--- src/rtl/bcd_alu_pkg.sv ---
// Shared definitions for the APB BCD add/subtract unit: register map indices,
// control/status bit positions, FSM states and a digit validity helper.
package bcd_alu_pkg;

  localparam logic [1:0] REG_ARG1 = 2'd0;
  localparam logic [1:0] REG_ARG2 = 2'd1;
  localparam logic [1:0] REG_RES  = 2'd2;
  localparam logic [1:0] REG_CTRL = 2'd3;

  localparam int CTRL_START = 0;
  localparam int CTRL_MODE  = 1;
  localparam int CTRL_CIN   = 2;

  localparam int STAT_CARRY = 0;
  localparam int STAT_BUSY  = 1;
  localparam int STAT_ERR   = 2;
  localparam int STAT_DONE  = 3;

  typedef enum logic [1:0] {IDLE = 2'd0, CHECK = 2'd1, CALC = 2'd2} state_e;

  function automatic logic is_bcd(input logic [3:0] nib);
    return (nib <= 4'd9);
  endfunction

endpackage

--- src/rtl/bcd_alu_apb_digit_adder.sv ---
// One packed-BCD digit adder stage; the top chains several per clock.
module bcd_digit_adder (
  input  logic [3:0] a,
  input  logic [3:0] b,
  input  logic       cin,
  output logic [3:0] sum,
  output logic       cout
);

  logic [4:0] raw_s;

  // Binary sum then decimal correction
  always_comb begin
    raw_s = {1'b0, a} + {1'b0, b} + {4'b0000, cin};
    if (raw_s > 5'd9) begin
      sum  = 4'(raw_s - 5'd10);
      cout = 1'b1;
    end else begin
      sum  = raw_s[3:0];
      cout = 1'b0;
    end
  end

endmodule

--- src/rtl/bcd_alu_apb.sv ---
// APB slave that adds or subtracts two packed-BCD operands, DIGITS_PER_CYCLE
// digits per clock, with busy/done/carry/error status and busy guarding.
module bcd_alu_apb
  import bcd_alu_pkg::*;
#(
  parameter int BASE_ADDR        = 0,
  parameter int ADDR_WIDTH       = 4,
  parameter int DATA_WIDTH       = 32,
  parameter int DIGITS_PER_CYCLE = 1
) (
  input  logic                  clk,
  input  logic                  reset,
  input  logic                  aps_psel,
  input  logic                  aps_penable,
  input  logic                  aps_pwrite,
  input  logic [ADDR_WIDTH-1:0] aps_paddr,
  input  logic [DATA_WIDTH-1:0] aps_pwdata,
  output logic [DATA_WIDTH-1:0] aps_prdata,
  output logic                  aps_pready,
  output logic                  aps_pslverr
);

  localparam int NDIG  = DATA_WIDTH / 4;
  localparam int NSTEP = NDIG / DIGITS_PER_CYCLE;
  localparam int CW    = (NSTEP > 1) ? $clog2(NSTEP) : 1;
  localparam int S     = DATA_WIDTH / 8;
  localparam int DPC   = DIGITS_PER_CYCLE;

  state_e                state_q, state_d;
  logic [DATA_WIDTH-1:0] arg1_q, arg1_d, arg2_q, arg2_d, res_q, res_d;
  logic                  carry_q, carry_d, err_q, err_d, done_q, done_d;
  logic                  mode_q, mode_d, cin_q, cin_d, chain_q, chain_d;
  logic [CW-1:0]         cnt_q, cnt_d;

  logic                  hit_s, access_s, busy_s, start_s, slverr_s, bad_s;
  logic [1:0]            idx_s;
  logic [DATA_WIDTH-1:0] status_s, rdata_s;
  logic [3:0]            da_s [DPC];
  logic [3:0]            db_s [DPC];
  logic [3:0]            sum_s [DPC];
  logic                  c_s [DPC+1];

  // Address decode onto the four mapped registers
  always_comb begin
    hit_s = 1'b0;
    idx_s = 2'd0;
    for (int k = 0; k < 4; k++) begin
      if (aps_paddr == ADDR_WIDTH'(BASE_ADDR + k * S)) begin
        hit_s = 1'b1;
        idx_s = 2'(k);
      end else begin
        hit_s = hit_s;
      end
    end
  end

  assign access_s = aps_psel & aps_penable & hit_s;
  assign busy_s   = (state_q != IDLE);
  assign start_s  = access_s & aps_pwrite & (idx_s == REG_CTRL) & aps_pwdata[CTRL_START];
  assign slverr_s = access_s & busy_s &
                    ((!aps_pwrite && idx_s == REG_RES) ||
                     (aps_pwrite && (idx_s == REG_ARG1 || idx_s == REG_ARG2)) ||
                     start_s);

  // Status word and read mux; erroring reads return zero
  always_comb begin
    status_s             = '0;
    status_s[STAT_CARRY] = carry_q;
    status_s[STAT_BUSY]  = busy_s;
    status_s[STAT_ERR]   = err_q;
    status_s[STAT_DONE]  = done_q;
    rdata_s              = '0;
    if (access_s && !aps_pwrite && !slverr_s) begin
      case (idx_s)
        REG_ARG1: rdata_s = arg1_q;
        REG_ARG2: rdata_s = arg2_q;
        REG_RES:  rdata_s = res_q;
        REG_CTRL: rdata_s = status_s;
        default:  rdata_s = '0;
      endcase
    end else begin
      rdata_s = '0;
    end
  end

  assign aps_prdata  = rdata_s;
  assign aps_pready  = access_s;
  assign aps_pslverr = slverr_s;

  // Operand validity scan and digit window for the current step
  always_comb begin
    bad_s = 1'b0;
    for (int i = 0; i < NDIG; i++) begin
      if (!is_bcd(arg1_q[i*4 +: 4]) || !is_bcd(arg2_q[i*4 +: 4])) begin
        bad_s = 1'b1;
      end else begin
        bad_s = bad_s;
      end
    end
    for (int i = 0; i < DPC; i++) begin
      da_s[i] = arg1_q[(int'(cnt_q) * DPC + i) * 4 +: 4];
      if (mode_q) begin
        db_s[i] = 4'd9 - arg2_q[(int'(cnt_q) * DPC + i) * 4 +: 4];
      end else begin
        db_s[i] = arg2_q[(int'(cnt_q) * DPC + i) * 4 +: 4];
      end
    end
  end

  assign c_s[0] = chain_q;

  for (genvar g = 0; g < DPC; g++) begin : g_dig
    bcd_digit_adder u_add (
      .a    (da_s[g]),
      .b    (db_s[g]),
      .cin  (c_s[g]),
      .sum  (sum_s[g]),
      .cout (c_s[g+1])
    );
  end

  // Register writes and calculation sequencing
  always_comb begin
    state_d = state_q;
    arg1_d  = arg1_q;
    arg2_d  = arg2_q;
    res_d   = res_q;
    carry_d = carry_q;
    err_d   = err_q;
    done_d  = done_q;
    mode_d  = mode_q;
    cin_d   = cin_q;
    chain_d = chain_q;
    cnt_d   = cnt_q;
    case (state_q)
      IDLE: begin
        if (access_s && aps_pwrite && idx_s == REG_ARG1) begin
          arg1_d = aps_pwdata;
          done_d = 1'b0;
        end else if (access_s && aps_pwrite && idx_s == REG_ARG2) begin
          arg2_d = aps_pwdata;
          done_d = 1'b0;
        end else if (start_s) begin
          mode_d  = aps_pwdata[CTRL_MODE];
          cin_d   = aps_pwdata[CTRL_CIN];
          done_d  = 1'b0;
          err_d   = 1'b0;
          state_d = CHECK;
        end else begin
          state_d = IDLE;
        end
      end
      CHECK: begin
        if (bad_s) begin
          res_d   = '0;
          carry_d = 1'b0;
          err_d   = 1'b1;
          done_d  = 1'b1;
          state_d = IDLE;
        end else begin
          cnt_d   = '0;
          // Subtraction runs as A + nines-complement(B) with inverted borrow
          chain_d = mode_q ? ~cin_q : cin_q;
          state_d = CALC;
        end
      end
      CALC: begin
        for (int i = 0; i < DPC; i++) begin
          res_d[(int'(cnt_q) * DPC + i) * 4 +: 4] = sum_s[i];
        end
        chain_d = c_s[DPC];
        cnt_d   = cnt_q + CW'(1);
        if (cnt_q == CW'(NSTEP - 1)) begin
          carry_d = mode_q ? ~c_s[DPC] : c_s[DPC];
          done_d  = 1'b1;
          state_d = IDLE;
        end else begin
          state_d = CALC;
        end
      end
      default: state_d = IDLE;
    endcase
  end

  // State registers
  always_ff @(posedge clk or posedge reset) begin
    if (reset) begin
      state_q <= IDLE;
      arg1_q  <= '0;
      arg2_q  <= '0;
      res_q   <= '0;
      carry_q <= 1'b0;
      err_q   <= 1'b0;
      done_q  <= 1'b0;
      mode_q  <= 1'b0;
      cin_q   <= 1'b0;
      chain_q <= 1'b0;
      cnt_q   <= '0;
    end else begin
      state_q <= state_d;
      arg1_q  <= arg1_d;
      arg2_q  <= arg2_d;
      res_q   <= res_d;
      carry_q <= carry_d;
      err_q   <= err_d;
      done_q  <= done_d;
      mode_q  <= mode_d;
      cin_q   <= cin_d;
      chain_q <= chain_d;
      cnt_q   <= cnt_d;
    end
  end

endmodule

--- config.mk ---
export PLATFORM = sky130hd
export DESIGN_NAME = bcd_alu_apb
export DESIGN_NICKNAME = d
export VERILOG_FILES = /design/src/rtl/bcd_alu_pkg.sv /design/src/rtl/bcd_alu_apb_digit_adder.sv /design/src/rtl/bcd_alu_apb.sv
export SDC_FILE = /design/constraint.sdc
export NUM_CORES = 1
export LEC_CHECK = 0
export CORE_MARGIN = 4
export CORE_UTILIZATION = 51
export DETAILED_ROUTE_END_ITERATION = 8
export PLACE_DENSITY = 0.77
export SLEW_MARGIN = 0
export SYNTH_ARGS = -nofsm -noshare
export SYNTH_HDL_FRONTEND = slang
export SYNTH_SLANG_ARGS = --single-unit
--- constraint.sdc ---
create_clock -name clk -period 3.9 [get_ports clk]
set_input_delay 0.585 -clock clk [delete_from_list [all_inputs] [get_ports clk]]
set_output_delay 0.585 -clock clk [all_outputs]
set_load 0.01 [all_outputs]
==> results.txt <==
----------------------------------------------------
[Outcome]
  Run status ... completed

[STA]
  Smallest setup slack after layout ... 128 ps
  Worst rel slew slack ... 52.5%
  Final setup violation count ... 0
  Highest achievable clock rate ... between 0.2 and 0.3 GHz
  Minimum clock period ... approximately 3800 ps
  Accumulated negative setup slack ... 0 ps
  Largest clock skew in the final design ... roughly 10 ps
  Max-slew violation total from the final report ... 0
  Final worst-path cycle share ... 96.7%
  Number of failing hold endpoints at the final stage ... 0
  RSZ-0062 raised after global routing ... true
  Smallest hold slack ... between 500 and 600 ps
  Slew at the pin closest to its max-slew limit ... approximately 710 ps

[Yosys]
  Most used flip-flop cell after synthesis ... sky130_fd_sc_hd__dfrtp_1
  Per-instance average area after synthesis ... about 11 µm²
  Register bit count reported by yosys ... 107
  YS warnings ... 0
  Net Count, Synth ... approximately 640
  Sequential cell area fraction in the yosys report ... a little over two fifths
  Post-synthesis cell type count ... 58
  Synthesized instance count ... around 580
  Post-synthesis cell area ... roughly 6300 µm²
  FFs w/ async S/R, synth ... 100%
  EDFF count, synth ... 0

[Floorplanning]
  I/O pin cnt ... 75
  Die Area ... around 14,000 µm²
  Initial Util ... 52.2%
  Height of the chip ... between 100 and 150 µm
  Standard cell core area ... about 12,000 µm²
  Floorplan die width ... 119 µm
  Std cell rows ... 40

[Pwr]
  Power density of the placed cells ... between 400 and 500 nW/µm²
  Leakage power figure ... 3.24 nW
  Register share of total power ... approximately 36%
  Net switching component of the power ... between 0.001 and 0.0015 W
  Internal power of the cells ... approximately 0.0023 W
  Comb pwr share ... approximately two fifths
  Fraction of power spent switching nets ... about 37%
  Clock group share of total power ... between 20% and 30%
  Worst voltage drop across the vdd grid ... about 330 µV
  Post-layout power ... between 0.003 and 0.004 W

[Setup path]
  FF-to-FF path depth ... 12
  Worst path top cell family by delay ... XOR/XNOR gates
  CP Capture Point ... res_q[25]$_DFFE_PP0P_
  Kind of end point of the critical path ... register
  CP peak stage delay ... ~590 ps
  Cell-by-cell listing of the critical path ... mux4_1, mux2i_1, xor2_1, fa_1, inv_1, fa_1, xnor2_2, ha_1, a21oi_1, a21boi_4, xnor2_2, o21ai_0
  Arrival time of data at the critical path endpoint ... roughly 4000 ps
  R2r endpoint ... res_q[25]$_DFFE_PP0P_
  Required time of the critical path ... 4120 ps
  Levels on crit path ... 12
  Critical Setup Path Class ... register to register
  Origin of the worst setup path ... cnt_q[0]$_DFFE_PP0P_
  Largest driver fanout on the critical path ... 8
  Crit path max-delay cell type ... sky130_fd_sc_hd__mux4_1
  Reg2Reg Launch Point ... cnt_q[0]$_DFFE_PP0P_
  WP buf/inv ... 1
  R2r setup slk ... 130 ps
  Startpoint types ... register

[Run]
  Number of max-cap violations ... 0

[Clock tree]
  Sinks on Clock Net ... 107
  Number of buffers added by the clock tree synthesis step ... 9
  Clock tree from TritonCTS ... built
  Hold Buf Count CTS ... 0
  Clock insertion delay at the later pin of the skew report ... between 300 and 400 ps
  Clk slew on worst S/H paths ... 70 ps
  # Post-CTS Setup Buffers ... 0
  Total number of H-tree levels ... 3
  Root buffer cell ... sky130_fd_sc_hd__clkbuf_16
  Worst-case clock buffer depth ... 2

[Placement]
  Total placed cells including tap cells ... approximately 810
  Placer Congestion ... roughly 0.96
  Number of buffers inserted by port buffering ... 74
  Post-Place Worst Slack ... between 80 and 90 ps
  DP HPWL ... around 13 mm

[Global route]
  Antenna violations before repair ... 0
  Pin count of the biggest net entering global routing ... 57
  Total grt overflow ... 0
  Vias in the first global route ... roughly 5,200
  First-pass GRT wire length ... slightly below 30 mm
  GRT Resource Usage Total ... a little over a quarter

[Routing]
  Routed vias ... roughly 5,200
  Total Wirelength ... about 18 mm
  Detail Route Antenna Nets ... 0
  Detailed Route Iter0 Violations ... 490
  Pre-antenna DRT Iters ... 6
  Via density per instance ... about 6.3
  Routed len/inst ... 21.8 µm
  Count of unresolved DRC violations after routing ... 0

[Layout]
  Number of nets in the layout ... 707
  Commonest cells after routing, fill and taps aside ... sky130_fd_sc_hd__dfrtp_1, sky130_fd_sc_hd__clkdlybuf4s50_1, sky130_fd_sc_hd__mux2_2
  Most frequent standard cell in the layout excluding fill and tap cells ... sky130_fd_sc_hd__dfrtp_1
  Area growth from synthesis to layout ... 19.4%
  Non-filler instance count after layout ... 821
  Antenna diodes ... 0
  Proportion of layout cells with a drive suffix above 1 ... 20.8%

[Worst hold path]
  Instance count along the most critical hold path ... 1
  Path category of the worst min-delay check ... register to register

----------------------------------------------------
[sequential cells by signal, indices dropped and copies added (netlist names)]
signal / cells
state_q: 2
mode_q: 1
arg2_q: 32
cin_q: 1
done_q: 1
res_q: 32
arg1_q: 32
cnt_q: 3
carry_q: 1
err_q: 1
chain_q: 1
[power by group through the flow]
stage               Clock, W  Sequential (W)  Combinational [W]
finish              0.000928         0.00135            0.00143
global route        0.000986         0.00136            0.00153
CTS                 0.000938         0.00135            0.00139
detailed placement         0         0.00137            0.00139
global placement           0         0.00136            0.00136
floorplan                  0         0.00130            0.00101
[final cells by class]
| cell class | instances | area [µm²] |
|---|---|---|
| inverter | 31 | 119 |
| clock buffer | 10 | 229 |
| tap | 168 | 210 |
| timing repair buffer | 94 | 891 |
| sequential | 107 | 2680 |
| multi-input combinational | 405 | 3320 |
| clock inverter | 6 | 63.8 |
| fill | 986 | 4550 |
[worst min path at each step]
stage                   startpoint                  end  slack, ps
2_1_floorplan    err_q$_DFFE_PP0P_    err_q$_DFFE_PP0P_        460
3_3_place_gp     err_q$_DFFE_PP0P_    err_q$_DFFE_PP0P_        480
3_5_place_dp   carry_q$_DFFE_PP0P_  carry_q$_DFFE_PP0P_        480
4_1_cts        carry_q$_DFFE_PP0P_  carry_q$_DFFE_PP0P_        500
5_1_grt        carry_q$_DFFE_PP0P_  carry_q$_DFFE_PP0P_        510
6_report       carry_q$_DFFE_PP0P_  carry_q$_DFFE_PP0P_        500
[through the flow]
step           area, µm²  utilization [%]
6_report            7510             62.3
4_1_cts             7500             62.2
3_5_place_dp        7210             59.8
2_1_floorplan       6290                -
5_1_grt             7510             62.3
3_3_place_gp        7210             59.8
[cell families (layout without fill, tap and decap cells)]
logic type	count (synthesis)	after routing	share of synthesized area, %
compound gates	155	155	17.2
xor+xnor	7	7	1.09
fa+ha+maj	18	18	3.82
buf+inv	70	141	5.01
flops	107	107	42.6
mux	95	95	20.0
simple gates	130	130	10.3
[metal layers]
metal	track usage [%]	wire, µm	vias to the layer above
met5	0	0	-
met4	10.4	561	0
met3	5.70	1250	37
met2	42.1	8750	233
met1	34.2	7300	2580
li1	-	-	2302
[cell usage after synthesis, types with 5 or more instances]
cell type                  count  area (µm²)
sky130_fd_sc_hd__dfrtp_1     107        2680
sky130_fd_sc_hd__mux2i_1      10         100
sky130_fd_sc_hd__o21ai_0      33         165
sky130_fd_sc_hd__nand2_1      34         128
sky130_fd_sc_hd__a211oi_1      5        37.5
sky130_fd_sc_hd__or3_1         6        37.5
sky130_fd_sc_hd__or4_1         5        37.5
sky130_fd_sc_hd__o31ai_1       5        37.5
sky130_fd_sc_hd__buf_4         6        45.0
sky130_fd_sc_hd__and3_1        6        37.5
sky130_fd_sc_hd__o22ai_1      12        75.1
sky130_fd_sc_hd__mux4_2       12         270
sky130_fd_sc_hd__mux2_2       67         754
sky130_fd_sc_hd__a21oi_1      19        95.1
sky130_fd_sc_hd__nor2_1       42         158
sky130_fd_sc_hd__clkbuf_1     18        67.6
sky130_fd_sc_hd__a22oi_1      28         210
sky130_fd_sc_hd__buf_2        12        60.1
sky130_fd_sc_hd__inv_1        28         105
sky130_fd_sc_hd__nand3_1       8        40.0
sky130_fd_sc_hd__a22o_1       30         263
sky130_fd_sc_hd__nand4_1       7        43.8
sky130_fd_sc_hd__xor2_1        5        43.8
sky130_fd_sc_hd__ha_1         16         200
[timing repair]
item | CTS | global route
resized for setup | 0 | 2
setup endpoints to repair | 0 | 16
hold endpoints to repair | 0 | 0
Note: power is estimated with default switching activity, not from simulation.
